<file path="src/rtl/inst_fetch_unit.sv">
// inst_fetch_unit
//   Instruction-fetch stage of the pipelined RV64 core, directly upstream of
//   the IF/ID pipeline register. Owns the PC and keeps at most one request
//   outstanding on the instruction-memory req/gnt/rvalid handshake.
//
// Ports
//   clk, rst_n                 rising-edge clock, asynchronous active-low reset
//   stall                      hold presented outputs (same as IF/ID stall)
//   redirect, redirect_pc      restart fetch at redirect_pc (bits [1:0] forced to 0)
//   imem_req, imem_addr        fetch request valid / address (= pc register)
//   imem_gnt                   memory accepts the request this cycle
//   imem_rvalid, imem_rdata    response valid / 32-bit instruction word
//   out_pc, out_inst, out_valid  presented instruction to IF/ID (valid=0 is a bubble)
module inst_fetch_unit #(
  parameter logic [63:0] RESET_PC = 64'h0000_0000_0000_0000,
  parameter int          INST_W   = 64
) (
  input  logic              clk,
  input  logic              rst_n,
  input  logic              stall,
  input  logic              redirect,
  input  logic [63:0]       redirect_pc,
  output logic              imem_req,
  output logic [63:0]       imem_addr,
  input  logic              imem_gnt,
  input  logic              imem_rvalid,
  input  logic [31:0]       imem_rdata,
  output logic [63:0]       out_pc,
  output logic [INST_W-1:0] out_inst,
  output logic              out_valid
);

  localparam logic [INST_W-1:0] NOP_INST = {{(INST_W-32){1'b0}}, 32'h0000_0013};

  typedef enum logic [1:0] {
    S_FETCH = 2'd0,
    S_WAIT  = 2'd1,
    S_HOLD  = 2'd2,
    S_DROP  = 2'd3
  } state_e;

  state_e              state_q, state_d;
  logic [63:0]         pc_q, pc_d;
  logic [63:0]         out_pc_q, out_pc_d;
  logic [INST_W-1:0]   out_inst_q, out_inst_d;
  logic                out_valid_q, out_valid_d;
  logic [63:0]         hold_pc_q, hold_pc_d;
  logic [31:0]         hold_inst_q, hold_inst_d;

  // Next-state and next-output computation for the fetch FSM.
  always_comb begin
    state_d     = state_q;
    pc_d        = pc_q;
    out_pc_d    = out_pc_q;
    out_inst_d  = out_inst_q;
    // Without stall, any cycle that presents nothing new becomes a bubble.
    out_valid_d = stall ? out_valid_q : 1'b0;
    hold_pc_d   = hold_pc_q;
    hold_inst_d = hold_inst_q;

    if (redirect) begin
      pc_d        = redirect_pc & ~64'd3;
      out_valid_d = 1'b0;
      hold_pc_d   = 64'd0;
      hold_inst_d = 32'd0;
      case (state_q)
        S_FETCH: state_d = imem_gnt ? S_DROP : S_FETCH;
        S_WAIT:  state_d = imem_rvalid ? S_FETCH : S_DROP;
        S_HOLD:  state_d = S_FETCH;
        // A response landing in the same cycle retires the abandoned request,
        // otherwise keep waiting for it.
        S_DROP:  state_d = imem_rvalid ? S_FETCH : S_DROP;
        default: state_d = S_FETCH;
      endcase
    end else begin
      case (state_q)
        S_FETCH: begin
          if (imem_gnt) begin
            state_d = S_WAIT;
          end else begin
            state_d = S_FETCH;
          end
        end
        S_WAIT: begin
          if (imem_rvalid) begin
            pc_d = pc_q + 64'd4;
            if (!stall) begin
              out_pc_d    = pc_q;
              out_inst_d  = {{(INST_W-32){1'b0}}, imem_rdata};
              out_valid_d = 1'b1;
              state_d     = S_FETCH;
            end else begin
              hold_pc_d   = pc_q;
              hold_inst_d = imem_rdata;
              state_d     = S_HOLD;
            end
          end else begin
            state_d = S_WAIT;
          end
        end
        S_HOLD: begin
          if (!stall) begin
            out_pc_d    = hold_pc_q;
            out_inst_d  = {{(INST_W-32){1'b0}}, hold_inst_q};
            out_valid_d = 1'b1;
            state_d     = S_FETCH;
          end else begin
            state_d = S_HOLD;
          end
        end
        S_DROP: begin
          if (imem_rvalid) begin
            state_d = S_FETCH;
          end else begin
            state_d = S_DROP;
          end
        end
        default: state_d = S_FETCH;
      endcase
    end
  end

  // State, PC, hold buffer and presented-output registers.
  always_ff @(posedge clk or negedge rst_n) begin
    if (!rst_n) begin
      state_q     <= S_FETCH;
      pc_q        <= RESET_PC;
      out_pc_q    <= 64'd0;
      out_inst_q  <= NOP_INST;
      out_valid_q <= 1'b0;
      hold_pc_q   <= 64'd0;
      hold_inst_q <= 32'd0;
    end else begin
      state_q     <= state_d;
      pc_q        <= pc_d;
      out_pc_q    <= out_pc_d;
      out_inst_q  <= out_inst_d;
      out_valid_q <= out_valid_d;
      hold_pc_q   <= hold_pc_d;
      hold_inst_q <= hold_inst_d;
    end
  end

  // Request is held low while reset is asserted even though state reads FETCH.
  assign imem_req  = rst_n & (state_q == S_FETCH);
  assign imem_addr = pc_q;
  assign out_pc    = out_pc_q;
  assign out_inst  = out_inst_q;
  assign out_valid = out_valid_q;

endmodule
</file>
<file path="config.mk">
export PLATFORM = sky130hd
export DESIGN_NAME = inst_fetch_unit
export DESIGN_NICKNAME = d
export VERILOG_FILES = /design/src/rtl/inst_fetch_unit.sv
export SDC_FILE = /design/constraint.sdc
export NUM_CORES = 1
export LEC_CHECK = 0
export CORE_AREA = 4 4 158 160
export CTS_BUF_LIST = sky130_fd_sc_hd__clkbuf_2 sky130_fd_sc_hd__clkbuf_4 sky130_fd_sc_hd__clkbuf_8
export CTS_CLUSTER_DIAMETER = 200
export CTS_CLUSTER_SIZE = 40
export DETAILED_ROUTE_END_ITERATION = 8
export DIE_AREA = 0 0 162 164
export MAX_ROUTING_LAYER = met4
export PLACE_DENSITY = 0.81
export SETUP_SLACK_MARGIN = 0.1
export SLEW_MARGIN = 20
export SYNTH_ARGS = -nofsm -noshare
export SYNTH_HDL_FRONTEND = slang
export SYNTH_SLANG_ARGS = --single-unit
</file>
<file path="constraint.sdc">
create_clock -name clk -period 2.8 [get_ports clk]
set_input_delay 0.56 -clock clk [delete_from_list [all_inputs] [get_ports clk]]
set_output_delay 0.56 -clock clk [all_outputs]
set_load 0.01 [all_outputs]
</file>
After elaboration in Yosys (flattened, before gate mapping)
Cells that the tools add are included.
- input bits: 102
- logic and storage cells: 57
- output and inout port bits: 194
- bits in registers: 291
- add/sub/neg operators: 1
- equal/unequal tests: 6
- reduce and logical (&&, ||, !) cells: 9
- mux-type cells: 32
- bitwise logic cells: 2
- operator list (operator ; number):
    64-bit 2-to-1 mux ; 13
    64-bit one-hot mux with 2 select lines ; 2
    32-bit 2-to-1 mux ; 4
    64-bit by 3-bit adder with 64-bit output (second input constant) ; 1
    2-bit 2-to-1 mux ; 5
    2-bit one-hot mux with 4 select lines ; 1
    2-bit nonzero test ; 4
    2-bit inequality test (second input constant) ; 3
    2-bit one-hot mux with 3 select lines ; 1
    1-bit 2-to-1 mux ; 5
    5-bit AND reduction ; 1
    2-bit equality test (second input constant) ; 2
    3-bit AND reduction ; 1
    2-bit by 1-bit equality test with 1-bit output (second input constant) ; 1
    2-bit logical NOT ; 1
    1-bit one-hot mux with 2 select lines ; 1
    2-bit AND reduction ; 1
    2-bit OR reduction ; 1
    1-bit bitwise AND ; 1
    1-bit inverter ; 1

Longest topological paths before layout
- word-level depth: 5
- depth in mapped cells: 9
- mapped depth without buffers: 7

Worst setup path before layout
Ideal clock, no wire load.
- path kind: reg-to-reg
- start: register state_q[1]
- end: register pc_q[63], in the netlist imem_addr[63]
- clock period less this slack: 2.365 ns
- arrival time: 2.240 ns
- cell stages (with the launch flop): 8
- data required time: 2.675 ns
- path buffers: 0
- setup time: 0.125 ns
- setup slack: 0.435 ns
- cell sequence: dfrtp_1 -> inv_1 -> ha_1 -> nand4_4 -> nor4_4 -> nand4_1 -> nor4_1 -> mux2_2
- word-level cells in the longest chain between the ends: 3
- ends and longest elaborated chain (what ; RTL line ; RTL):
    start, declared ; 42 ; state_e state_q, state_d;
    start signal, assigned ; 134 ; state_q <= state_d;
    2-bit by 1-bit equality test with 1-bit output ; 76 ; case (state_q)
    2-bit nonzero test (no line) ; -- ;
    2-bit AND reduction (no line) ; -- ;
    end signal, assigned ; 135 ; pc_q <= pc_d;
    end, declared ; 43 ; logic [63:0] pc_q, pc_d;
Every way passes these cells.
A chain may end at the register's enable or synchronous reset.

Worst setup path in the final report
- start: input rst_n
- end: output imem_req
- word-level cells in the longest chain between the ends: 1
- ends and longest elaborated chain (what ; RTL line ; RTL):
    start, declared ; 19 ; input logic rst_n,
    1-bit bitwise AND ; 145 ; assign imem_req = rst_n & (state_q == S_FETCH);
    end, declared ; 23 ; output logic imem_req,
Every way passes these cells.

==> flow_summary_export.csv <==
group,metric,value,unit
layout,drive_above_1_share,5.47,%
timing,max_slew_margin,46.0,%
logic_synthesis,synth-compound-area-share,14.8,%
grt,gr-usage-all-layers,24.4,%
worst_setup_path,cpPeakStageDelay,0.57,ns
worst_setup_path,slowest_stage,"dlygate4sd3_1",
floorplan,fp-row-count,56,
floorplan,initial_core_util,50.7,%
timing,tightest_slew,0.810,ns
logic_synthesis,synth_area,0.0119,mm^2
logic_synthesis,syn_area_per_cell,10.5,um^2
drt,ant_nets,0,
cts,clkTransAtPathRegs,0.23,ns
timing,fin_crit,2.62,ns
timing,rsz0062_at_grt,"yes",
timing,finalClockSkew,0.0606,ns
drt,drt_pass1_iterations,5,
drt,drc,0,
logic_synthesis,synth_xor_area_share,3.10,%
run,drv_cap,0,
logic_synthesis,yosysWarnings,0,
cts,h-tree-depth,1,
worst_setup_path,cp.arrival,2.06,ns
logic_synthesis,synth_adder_area_share,0.633,%
placement,hpwl,22.6,mm
logic_synthesis,netlist_top_cells_area,"dfrtp_1, mux2i_1, a22o_1",
worst_setup_path,crit_family,"buffers and inverters",
timing,final_hold_viol_count,0,
logic_synthesis,yosysUniqueCellTypes,45,
layout,final_net_count,1458,
worst_setup_path,crit_required,2.24,ns
cts,clock-sinks,255,
cts,clock_path_buffers,3,
logic_synthesis,synth_mux_area_share,8.57,%
logic_synthesis,synth_most_common_cell,"dfrtp_1",
drt,wirelength,32.3,mm
timing,min_period_over_period,93.5,%
layout,layoutNonFillerInstCount,1672,
power_and_ir_drop,leakage,6.33,nW
timing,slew_viol_final,0,
logic_synthesis,synth_top_family_by_area,"compound AO/OA/AOI/OAI gates",
worst_setup_path,end_kind,"primary output",
cts,cts_tree,"built",
logic_synthesis,async_flop_share,100,%
logic_synthesis,synth_edf_count,0,
logic_synthesis,synth_simple_gate_area_share,13.9,%
drt,drt-initial-drc-count,931,
timing,setup_viol,0,
grt,grt_pass1_vias,9398,
power_and_ir_drop,ir_worst_vdd,0.000604,V
cts,clk-insertion-delay-late,0.57,ns
logic_synthesis,synth_common_cells,"dfrtp_1, nand2_1, o21ai_0, mux2i_1, a22o_1",
placement,port_buffers,259,
cts,numCtsBuffers,10,
cts,root_buffer,"clkbuf_8",
floorplan,die_area,0.0266,mm^2
floorplan,dieHeight,164,um
logic_synthesis,ys_ff_latch,255,
worst_setup_path,path_buf_inv,3,
drt,via_count,9381,
floorplan,io_pins,296,
logic_synthesis,seq_area_frac_synth,53.8,%
timing,fin_ws,0.182,ns
grt,grt.overflow.total,0,
placement,dp.cells,1654,
grt,antenna_found_initial,1,
floorplan,coreArea,0.0234,mm^2
timing,fmax,382,MHz
floorplan,die_w,162,um
layout,area_growth_syn_to_layout,26.9,%
drt,wl_per_cell,19.3,um
worst_setup_path,path_cells,"dlygate4sd3_1 > buf_8 > and2_1 > clkdlybuf4s50_1",
layout,utilization,64.3,%
grt,grt_pass1_wl,51.2,mm
logic_synthesis,yosys.area.top_type,"dfrtp_1",
logic_synthesis,synth.top_cell.area_share,53.2,%
grt,grt_max_degree,144,
power_and_ir_drop,power_density,726,mW/mm^2
logic_synthesis,synthFlopType,"dfrtp_1",
placement,routabilityCongestion,0.913,
status,status,"finished clean",
worst_setup_path,startpoint_type,"input pin",
layout,nFillCells,1880,
drt,viasPerCell,5.61,
worst_setup_path,path_class,"in2out",
min_path,hp-class,"in2async",
worst_setup_path,critical_path.max_fanout,28,
logic_synthesis,synthCells,1128,
placement,dp_slack,-0.0804,ns
## power by group
part / switching, mW / internal, mW / leakage, nW
logic: 2.16 / 2.16 / 2.94
registers: 0.581 / 4.50 / 3.29
clock network: 1.12 / 0.411 / 0.0997
total: 3.86 / 7.07 / 6.33
## layer usage
layer | part of all wire, % | wire length, um | track usage [%]
met5 | 0 | 0 | -
met4 | 2.6 | 833 | 6.31
met2 | 47 | 15000 | 37.2
met3 | 7.2 | 2310 | 4.87
met1 | 44 | 14100 | 34.0
## layout make-up
cell class	count	area, um^2	area share [%]
flip-flops and latches	255	6380	42.4
inverters	9	33.8	0.225
well taps	319	399	2.65
multi-input cells	780	5060	33.6
diodes	1	2.50	0.0166
clock buffers	13	166	1.11
repair buffers	294	2970	19.8
clock inverters	1	30.0	0.200
## kinds of logic (layout without fill, tap and decap cells)
kind of cell | after synthesis | after routing
buf+inv | 126 | 317
mux | 101 | 101
simple gates | 331 | 331
xor+xnor | 42 | 42
fa+ha+maj | 6 | 6
flops | 255 | 255
other cells | 1 | 35
compound gates | 266 | 266
## path summary, 6_finish.rpt
| kind | slack [ns] | from | cells after the start | to |
|---|---|---|---|---|
| min | 0.41 | rst_n | 2 | out_inst[24] |
| max reg2reg | 0.25 | state_q[1] | 7 | imem_addr[40] |
| min reg2reg | 0.51 | out_inst[4] | 2 | out_inst[4] |
| max | 0.18 | rst_n | 4 | imem_req |
| min in group clk | 0.50 | redirect_pc[37] | 3 | imem_addr[37] |
| max in group asynchronous | 1.29 | rst_n | 3 | imem_addr[21] |
## sequential cells by signal, indices dropped and copies added (netlist names)
register	cells
out_valid	1
out_pc	63
hold_inst_q	32
imem_addr	62
state_q	2
out_inst	32
hold_pc_q	63
## worst register-to-register path, cell delays in order, from the launching register on
cell     delay [ns]
dfrtp_1        0.47
inv_1          0.11
ha_2           0.25
nand4_4        0.18
or4_1          0.74
nor4_1         0.45
xnor2_1        0.16
o21ai_0        0.08
## stage by stage
| stage | setup TNS, ns | instance area (um^2) | hold WS [ns] | power, mW |
|---|---|---|---|---|
| 2_1_floorplan | 0 | 12000 | 0.264 | 7.21 |
| 3_3_place_gp | 0 | 14800 | 0.418 | 9.37 |
| 3_5_place_dp | -0.172 | 14800 | 0.416 | 9.50 |
| 4_1_cts | 0 | 15000 | 0.400 | 11.0 |
| 5_1_grt | 0 | 15000 | 0.382 | 11.6 |
| 6_report | 0 | 15000 | 0.414 | 10.9 |
## cell usage in the layout (no fill, tap or decap), types with 10 or more instances in the layout
cell             count
xnor2_1             17
and3_1              14
or4_1               11
nand3_1             31
xor2_1              25
nor2_1              27
clkbuf_8            11
o21ai_0            141
nand4_1             25
buf_4               26
nor4_1              10
mux2i_1             97
conb_1              34
nor3_1              11
clkdlybuf4s50_1    257
a22o_1              95
dfrtp_1            252
nand2_1            161
a31oi_1             12
## timing repair
item	4_1_cts	5_1_grt
gates resized for setup	0	5
endpoints found under the hold margin	22	0
buffers inserted	0	2
endpoints found under the setup margin	0	15
hold buffers	1	0
Note: power is estimated with default switching activity, not from simulation.
